<file path="src/rtl/fifo_rd_ctrl.sv">
// ---------------------------------------------------------------------------
// fifo_rd_ctrl
//
// Read-side controller of a dual-clock FIFO. Everything here runs on the
// read clock. The already-synchronized Gray write pointer is decoded to
// binary and compared with the local binary read pointer. While storage holds
// unread entries, and the output buffer has room for the data still to
// arrive, a read is issued to the synchronous-read storage array. Returned
// words go into a two-entry buffer (head + skid) that drives a valid/ready
// stream. The read pointer goes back to the write domain in Gray code.
//
// Ports
//   clk            in   read-domain clock
//   rstn           in   asynchronous active-low reset
//   wptr_gray_sync in   write pointer (Gray), synchronized into clk
//   rptr_gray      out  registered read pointer (Gray) for the write domain
//   rd_en          out  storage read strobe
//   raddr          out  storage read address
//   mem_rdata      in   storage read data, valid the cycle after rd_en
//   out_valid      out  out_data holds a FIFO word
//   out_ready      in   consumer accepts the word
//   out_data       out  head word
//   empty          out  no unread entries left in storage
//   level          out  entries in storage not yet read
// ---------------------------------------------------------------------------
module fifo_rd_ctrl #(
    parameter int ADDR_W = 3,
    parameter int W      = 8
) (
    input  logic              clk,
    input  logic              rstn,
    input  logic [ADDR_W:0]   wptr_gray_sync,
    output logic [ADDR_W:0]   rptr_gray,
    output logic              rd_en,
    output logic [ADDR_W-1:0] raddr,
    input  logic [W-1:0]      mem_rdata,
    output logic              out_valid,
    input  logic              out_ready,
    output logic [W-1:0]      out_data,
    output logic              empty,
    output logic [ADDR_W:0]   level
);

    // Buffer occupancy; the encoding equals the number of buffered words.
    typedef enum logic [1:0] {
        BUF_EMPTY = 2'd0,
        BUF_ONE   = 2'd1,
        BUF_TWO   = 2'd2
    } buf_state_t;

    buf_state_t state_q, state_d;

    logic [ADDR_W:0] wbin;
    logic [ADDR_W:0] rbin_q, rbin_d;
    logic [ADDR_W:0] rptr_gray_q;
    logic            inflight_q;
    logic [W-1:0]    head_q, head_d;
    logic [W-1:0]    skid_q, skid_d;

    logic [1:0]      cnt;
    logic            pop;
    logic            arrival;
    logic [2:0]      occ_after;

    // Gray to binary: each binary bit is the XOR of all Gray bits at or
    // above it, so any jump of the synchronized pointer decodes correctly.
    genvar gi;
    generate
        for (gi = 0; gi <= ADDR_W; gi++) begin : g_gray_dec
            assign wbin[gi] = ^wptr_gray_sync[ADDR_W:gi];
        end
    endgenerate

    assign raddr = rbin_q[ADDR_W-1:0];
    assign empty = (rbin_q == wbin);
    assign level = wbin - rbin_q;

    assign pop     = out_valid && out_ready;
    assign arrival = inflight_q;

    // Words that will be held after this cycle (buffered + in flight - popped).
    // A new read is only allowed if that leaves room for its data, which is
    // what guarantees no arrival can ever land in BUF_TWO.
    assign occ_after = {1'b0, cnt} + {2'b00, inflight_q} - {2'b00, pop};
    assign rd_en     = rstn && !empty && (occ_after < 3'd2);

    assign rbin_d = rbin_q + {{ADDR_W{1'b0}}, rd_en};

    // ------------------------------------------------------------------
    // Buffer FSM: state register
    // ------------------------------------------------------------------
    always_ff @(posedge clk or negedge rstn) begin
        if (!rstn) begin
            state_q <= BUF_EMPTY;
        end else begin
            state_q <= state_d;
        end
    end

    // ------------------------------------------------------------------
    // Buffer FSM: next state
    // ------------------------------------------------------------------
    always_comb begin
        state_d = state_q;
        case (state_q)
            BUF_EMPTY: begin
                if (arrival) state_d = BUF_ONE;
            end
            BUF_ONE: begin
                if (arrival && !pop)      state_d = BUF_TWO;
                else if (pop && !arrival) state_d = BUF_EMPTY;
            end
            BUF_TWO: begin
                if (pop && !arrival) state_d = BUF_ONE;
            end
            default: state_d = BUF_EMPTY;
        endcase
    end

    // ------------------------------------------------------------------
    // Buffer FSM: outputs
    // ------------------------------------------------------------------
    always_comb begin
        out_valid = 1'b0;
        cnt       = 2'd0;
        case (state_q)
            BUF_ONE: begin
                out_valid = 1'b1;
                cnt       = 2'd1;
            end
            BUF_TWO: begin
                out_valid = 1'b1;
                cnt       = 2'd2;
            end
            default: begin
                out_valid = 1'b0;
                cnt       = 2'd0;
            end
        endcase
    end

    // Data movement: a pop shifts skid into head, and an arrival fills
    // whichever slot is free after that shift, keeping FIFO order.
    always_comb begin
        head_d = head_q;
        skid_d = skid_q;
        case (state_q)
            BUF_EMPTY: begin
                if (arrival) head_d = mem_rdata;
            end
            BUF_ONE: begin
                if (arrival) begin
                    if (pop) head_d = mem_rdata;
                    else     skid_d = mem_rdata;
                end
            end
            BUF_TWO: begin
                if (pop) begin
                    head_d = skid_q;
                    if (arrival) skid_d = mem_rdata;
                end
            end
            default: begin
                head_d = head_q;
                skid_d = skid_q;
            end
        endcase
    end

    // ------------------------------------------------------------------
    // Pointer and data registers
    // ------------------------------------------------------------------
    always_ff @(posedge clk or negedge rstn) begin
        if (!rstn) begin
            rbin_q      <= '0;
            rptr_gray_q <= '0;
            inflight_q  <= 1'b0;
            head_q      <= '0;
            skid_q      <= '0;
        end else begin
            rbin_q      <= rbin_d;
            // Derived from the registered next pointer so the crossing
            // signal changes in at most one bit per clock.
            rptr_gray_q <= rbin_d ^ (rbin_d >> 1);
            inflight_q  <= rd_en;
            head_q      <= head_d;
            skid_q      <= skid_d;
        end
    end

    assign rptr_gray = rptr_gray_q;
    assign out_data  = head_q;

endmodule

</file>
<file path="config.mk">
export PLATFORM = sky130hd
export DESIGN_NAME = fifo_rd_ctrl
export DESIGN_NICKNAME = d
export VERILOG_FILES = /design/src/rtl/fifo_rd_ctrl.sv
export SDC_FILE = /design/constraint.sdc
export NUM_CORES = 1
export LEC_CHECK = 0
export CORE_UTILIZATION = 38
export DETAILED_ROUTE_END_ITERATION = 6
export GPL_ROUTABILITY_DRIVEN = 0
export SYNTH_ARGS = -nofsm -noshare
export SYNTH_HDL_FRONTEND = slang
export SYNTH_SLANG_ARGS = --single-unit
</file>
<file path="constraint.sdc">
create_clock -name clk -period 5.7 [get_ports clk]
set_clock_uncertainty 0.1 [all_clocks]
set_input_delay 1.425 -clock clk [delete_from_list [all_inputs] [get_ports clk]]
set_output_delay 1.425 -clock clk [all_outputs]
set_load 0.02 [all_outputs]
</file>
# After elaboration in Yosys (flattened, before gate mapping)
# Cells that the tools add are included.
dict set report totals {
  out_inout_bits 22
  inputBits 15
  word_cells 57
  reg_bits 27
}
dict set report op_classes {
  n_reduce_logical 18
  eq_ne 11
  n_bitwise 1
  mux 16
  n_lt_le_gt_ge 1
  add_sub_neg 4
}
# operator count
set op_table {}
lappend op_table {{$mux 8} 7}
lappend op_table {{$pmux 8 s3} 1}
lappend op_table {{$pmux 8 s2} 1}
lappend op_table {{$ne 2x2->1 const B} 7}
lappend op_table {{$reduce_and 5->1} 2}
lappend op_table {{$mux 2} 4}
lappend op_table {{$pmux 2 s3} 1}
lappend op_table {{$logic_and 1x1->1} 5}
lappend op_table {{$add 4x1->4} 1}
lappend op_table {{$eq 4x4->1} 1}
lappend op_table {{$pmux 2 s2} 1}
lappend op_table {{$reduce_xor 4->1} 1}
lappend op_table {{$sub 4x4->4} 1}
lappend op_table {{$xor 4x3->4} 1}
lappend op_table {{$add 2x1->3} 1}
lappend op_table {{$logic_not 1->1} 3}
lappend op_table {{$lt 3x2->1 const B} 1}
lappend op_table {{$ne 3x3->1 const B} 1}
lappend op_table {{$reduce_and 3->1} 1}
lappend op_table {{$reduce_bool 3->1} 1}
lappend op_table {{$reduce_xor 3->1} 1}
lappend op_table {{$sub 3x1->3} 1}
lappend op_table {{$eq 2x1->1 const B} 1}
lappend op_table {{$eq 2x2->1 const B} 1}
lappend op_table {{other kinds (5)} 5}

# Depth between registers and ports, before layout
dict set report logic_depth {
  word_depth 9
  mapped_depth 12
  ltp_nobuf 12
}

# Least setup slack after synthesis
# Ideal clock, no wire load.
dict set report synth_timing {
  kind {input to output}
  from {input wptr_gray_sync[2]}
  to {output rd_en}
  t_required_ns 4.175
  n_path_buf 0
  slack_ns 0.925
  arrival_ns 3.250
  path_stages 7
  path_cell_list {xor2_1 > xor2_1 > xnor2_1 > ha_1 > nand3_1 > nor2_1 > nor3b_1}
}
dict set report synth_between {
  elab_chain_len 5
  elab_cells_between_ends 7
}
# element line
set synth_rtl {}
lappend synth_rtl {{from (decl)} 32} ;# input logic [ADDR_W:0] wptr_gray_sync,
lappend synth_rtl {{$reduce_xor 4->1, or another cell as far along} 70} ;# assign wbin[gi] = ^wptr_gray_sync[ADDR_W:gi];
lappend synth_rtl {{$eq 4x4->1 *} 75} ;# assign empty = (rbin_q == wbin);
lappend synth_rtl {{named net empty} 40} ;# output logic empty,
lappend synth_rtl {{$logic_not 1->1 *} 85} ;# assign rd_en = rstn && !empty && (occ_after < 3'd2);
lappend synth_rtl {{$logic_and 1x1->1 * (2 in series)} 85}
lappend synth_rtl {{to (decl)} 34} ;# output logic rd_en,
# Mark *: on every way through the listed nets, which the timed path passes. The rest lies on a longest branch.

# Final worst setup path
dict set report layout_timing {
  from {input wptr_gray_sync[3]}
  to {output level[2]}
}
dict set report layout_between {
  elab_chain_len 2
  elab_cells_between_ends 4
}
# element line
set layout_rtl {}
lappend layout_rtl {{$reduce_xor 4->1, or another cell as far along} 70}
lappend layout_rtl {{$sub 4x4->4 *} 76} ;# assign level = wbin - rbin_q;
lappend layout_rtl {{to (decl)} 41} ;# output logic [ADDR_W:0] level
# Every way passes the cells marked *; elsewhere a longest branch is shown, timed or not.

==> impl_metrics.yaml <==
floorplan:
  die-height_microns: 63.4
  dieArea_sq_mm: 0.00402
  coreArea_sq_mm: 0.00347
  rows: 21
  die_w_microns: 63.4
  ios: 37
  initial_core_util_pct: 41.3
grt:
  antenna_found_initial: 0
  busiest_layer: "met2"
  grt_usage_pct: 15.5
  grt_max_degree: 27
  gr-usage-met1_pct: 20.0
  grt_use_met3_pct: 2.72
  overflow: 0
  grt_pass1_vias: 1031
  use_met2_pct: 27.1
  grt_first_pass_wirelength_microns: 4820
clock_tree:
  cts_max_level: 1
  tritoncts: "done"
  clk_path_buf_depth: 2
  clk_pin_slew_ns: 0.09
  clkSinkCount: 26
  ctsHoldBuffers: 0
  clock-root-buffer: "clkbuf_8"
  cts_buffers: 3
  cts_setup_buffers: 0
  insertion_delay_ns: 0.26
cells_and_area:
  diodes: 0
  n_fill_cell: 309
  drive_above_1_share_pct: 22.1
  nets: 183
  areaGrowthSynthToFinish_pct: 33.4
synthesis:
  synth_cells: 115
  synth_warnings: 0
  yosys.area_share.adder_pct: 11.0
  synthTopCellsByArea: "dfrtp_1, mux2_2, ha_1"
  muxShareOfSynthArea_pct: 20.2
  ys_ff_latch: 26
  synth.most_common_cell: "dfrtp_1"
  seq_area_frac_synth_pct: 45.4
  netlist_area_sq_mm: 0.00143
  synth-simple-area-share_pct: 6.63
  async_flop_share_pct: 100
  synth_compound_area_share_pct: 5.41
  ys_top_cells_by_count: "dfrtp_1, mux2_2, ha_1"
  synth_flop_cell: "dfrtp_1"
  synth_top_area_share_pct: 45.4
  synth_nets: 142
  synth_cell_types: 25
  synth_xor_area_share_pct: 8.55
  synth_edf_count: 0
  syn_avg_cell_area_sq_um: 12.5
  synth_top_family_by_area: "multiplexers"
  synth_top_area_cell: "dfrtp_1"
timing:
  holdWs_ns: 0.409
  grt_setup_unrepaired: "no"
  hold_viol: 0
  fmax_ghz: 0.181
  worst_pin_slew_ns: 0.592
  final.setup.tns_ns: 0
  setup_viol: 0
  fin_crit_ns: 5.53
  drv_slew: 0
  period_share_pct: 97.0
  slew_headroom_pct: 60.5
placed_design:
  port_buffers: 36
  dpl.hpwl_microns: 2090
power:
  p_leak_nw: 0.800
  p_per_area_mw_per_mm2: 673
  peakVddDrop_mv: 0.321
route:
  viasPerCell: 4.86
  num_vias: 971
  drc_errors: 0
  drt-pass1-iter-count: 2
  drtIter0Drc: 60
  detail_route.wl_per_cell_microns: 13.8
  finalWirelength_microns: 2760
  postRouteAntennaNets: 0
worst_setup_path:
  worstSetupPathType: "input pin to primary output"
  required_ns: 4.18
  critPathCaptureType: "primary output"
  cp_max_fo: 3
  arrival_ns: 4.00
  rr_worst_depth: 12
  crit_path_start_kind: "input pin"
hold_path:
  min_path_type: "register to register"
  min_delay_path_depth: 1
outcome:
  status: "completed"
flow_run:
  maxCapViolations: 0
==> power by group <==
part / internal [mW] / total, mW / leakage (nW) / switching, mW
clock network: 0.0472 / 0.0997 / 0.0216 / 0.0525
logic: 0.425 / 0.836 / 0.469 / 0.411
registers: 0.286 / 0.352 / 0.309 / 0.0654
total: 0.759 / 1.29 / 0.800 / 0.529
==> registers in the layout, summed over array words and instances (netlist names) <==
signal     flops
arrival        1
rbin_q         4
out_data       8
rptr_gray      3
state_q        2
skid_q         8
==> per-stage QoR <==
stage / worst slack, ns / cell area [sq um] / util (%) / total power [mW] / std cells
floorplan: 0.925 / 1430 / - / 0.896 / 115
CTS: 0.0286 / 1900 / 54.7 / 1.30 / 200
detailed placement: 0.0405 / 1860 / 53.5 / 1.20 / 197
global route: 0.0202 / 1910 / 55.2 / 1.39 / 200
global placement: 0.169 / 1860 / 53.5 / 1.18 / 197
finish: 0.173 / 1910 / 55.2 / 1.29 / 200
==> worst paths after layout <==
kind                       slack (ns)            to               from
setup / recovery                 0.17      level[2]  wptr_gray_sync[3]
hold / removal                   0.41     skid_q[0]          skid_q[0]
setup reg to reg                 2.64  rptr_gray[1]         state_q[0]
hold reg to reg                  0.41     skid_q[0]          skid_q[0]
max in group asynchronous        3.76     rbin_q[3]               rstn
min in group asynchronous        1.48     skid_q[1]               rstn
==> critical path, cell delays in order <==
cell	delay [ns]
clkdlybuf4s50_1	0.53
xor2_2	0.24
xor2_2	0.25
xnor2_1	0.15
ha_1	0.16
inv_1	0.06
fa_1	0.38
xor2_1	0.16
clkdlybuf4s50_1	0.62
==> kinds of logic (layout without fill, tap and decap cells) <==
kind of cell | after synthesis | in the layout
AO/OA/AOI/OAI | 10 | 10
multiplexers | 26 | 26
AND/OR/NAND/NOR | 17 | 17
flip-flops | 26 | 26
buffers and inverters | 10 | 49
XOR/XNOR | 14 | 14
adder cells (fa/ha/maj) | 12 | 12
==> cell type report <==
class | count | area (sq um) | share of cell area [%]
Clock buffer | 3 | 41.3 | 2.16
Inverter | 8 | 30.0 | 1.57
Multi-Input combinational cell | 79 | 758 | 39.6
Sequential cell | 26 | 651 | 34.0
Tap cell | 46 | 57.6 | 3.01
Timing Repair Buffer | 38 | 375 | 19.6
==> metal layers <==
layer / vias to the layer above / share of wire, %
met5: - / 0
met4: 0 / 0.44
met3: 2 / 2.0
met2: 16 / 52
met1: 484 / 46
li1: 469 / -
==> cells in the final DEF, fill, tap and decap left out, types with 3 or more instances in the layout <==
cell type         n
clkbuf_8          3
nand2_1           4
xor2_1            6
nand3_1           3
xnor2_1           6
dfrtp_1          26
nor2b_1           3
mux2_2           24
inv_1             8
clkdlybuf4s50_1  36
nor2_1            4
ha_1             11
==> repair_timing <==
action                                  4_1_cts  5_1_grt
hold endpoints to repair                      0        0
resized for setup                             0        2
endpoints found under the setup margin        0        4
No activity file was read; power rests on OpenSTA's default activity.
==> edit (same settings) <==
Set the parameter `ADDR_W` to 2 (it was 3).
--- a/src/rtl/fifo_rd_ctrl.sv
+++ b/src/rtl/fifo_rd_ctrl.sv
@@ -24,7 +24,7 @@
 //   level          out  entries in storage not yet read
 // ---------------------------------------------------------------------------
 module fifo_rd_ctrl #(
-    parameter int ADDR_W = 3,
+    parameter int ADDR_W = 2,
     parameter int W      = 8
 ) (
     input  logic              clk,
Ports: changed (resized level, raddr, rptr_gray and wptr_gray_sync); port bits go from 37 to 33. The function was not compared with the original's and may differ.
==> edit against the unedited design <==
Global-route usage down 1.3 points; power down 18%; final cell count down 14%; worst setup slack better by 0.044 ns; clock power down 12%; sequential cell count down 2; register-to-register slack worse by 0.07 ns; first-iteration DRC count down 65%; final area down 12%; count of clock-buffer cells in the layout up 1; area after synthesis down 11%; die area down 10%; routed wire length down 17%.
==> edit: results (changes against the unedited design) <==
critical_path:
  worstPathMaxFanout: 4  # was 3
  r2r_slack_ns: 2.57  # was 2.64 ns
  r2r_cells: 13  # was 12
  cp-startpoint: "out_ready"  # was wptr_gray_sync[3]
route:
  vias: 812  # was 971
  wl_met1_mm: 1.04  # was 1.27 mm
  routed_wl_mm: 2.28  # was 2.76 mm
  route.met2.wl_mm: 1.17  # was 1.42 mm
  dr.pass1.iters: 4  # was 2
min_path:
  min_from: "skid_q[4]"  # was skid_q[0]
layout:
  nMultiInputCombCells: 61  # was 79
  multi_input_area_share: 0.380  # was 0.396
  seqAreaFraction: 0.356  # was 0.340
  fin_nets: 156  # was 183
  area_delta_synth_final_pct: 31.9  # was 33.4%
  drive_gt1_frac: 0.240  # was 0.221
  clk_share: 0.0215  # was 0.0216
  nonClockInverterCount: 7  # was 8
  clkbuf_count: 4  # was 3
  buffer_area_frac: 0.194  # was 0.196
grt:
  grtUsageMet2: 0.246  # was 0.271
  grt_pass1_vias: 814  # was 1031
  met1_usage: 0.176  # was 0.200
  use_met3: 0.0260  # was 0.0272
  grt_pass1_wl_mm: 3.67  # was 4.82 mm
run_status:
  status: "complete, no violations"  # unchanged
pwr:
  vdd_drop_max_v: 0.000269  # was 0.000321 V
  p_leak_nw: 0.726  # was 0.800 nW
placed_design:
  pre_cts_ws_ns: 0.202  # was 0.0405 ns
  port_buffers: 32  # was 36
  placed_cells: 169  # was 197
  post_dp_cell_area_sq_mm: 0.00165  # was 0.00186 sq mm
  dp_hpwl_mm: 1.74  # was 2.09 mm
synth:
  synthTopCellsByArea: "dfrtp_1, mux2_2, ha_1"  # unchanged
  synth_common_cells: "dfrtp_1, mux2_2, ha_1"  # unchanged
  synthCells: 94  # was 115
  synth_nets: 120  # was 142
  synthDistinctLibCells: 22  # was 25
clock_network:
  clk_pin_slew_worst_paths_ns: 0.13  # was 0.09 ns
  clockRootBuffer: "clkbuf_4"  # was clkbuf_8
sta:
  worst_pin_slew_ns: 0.727  # was 0.592 ns
  hold_ws_ns: 0.416  # was 0.409 ns
edit: logic make-up after synthesis:
kind of cell | count (synthesis) | share of synthesized area
AND/OR/NAND/NOR | 11 | 0.0470
flip-flops | 24 | 0.470
buffers and inverters | 9 | 0.0294
multiplexers | 26 | 0.227
AO/OA/AOI/OAI | 4 | 0.0431
adder cells (fa/ha/maj) | 12 | 0.129
XOR/XNOR | 8 | 0.0548
edit: power by group:
| group | switching [W] | leakage, nW | internal, W |
|---|---|---|---|
| clock network | 0.0000488 | 0.0210 | 0.0000390 |
| logic | 0.000317 | 0.422 | 0.000345 |
| registers | 0.0000462 | 0.283 | 0.000262 |
| total | 0.000412 | 0.726 | 0.000646 |
edit: worst max-delay path by stage:
stage,end,depth (start not counted),slack [ns]
after floorplan,rd_en,7,1.27
after global placement,rd_en,9,0.25
after detailed placement,rd_en,9,0.20
after CTS,rd_en,9,0.21
after global routing,rd_en,9,0.14
final,rd_en,9,0.22
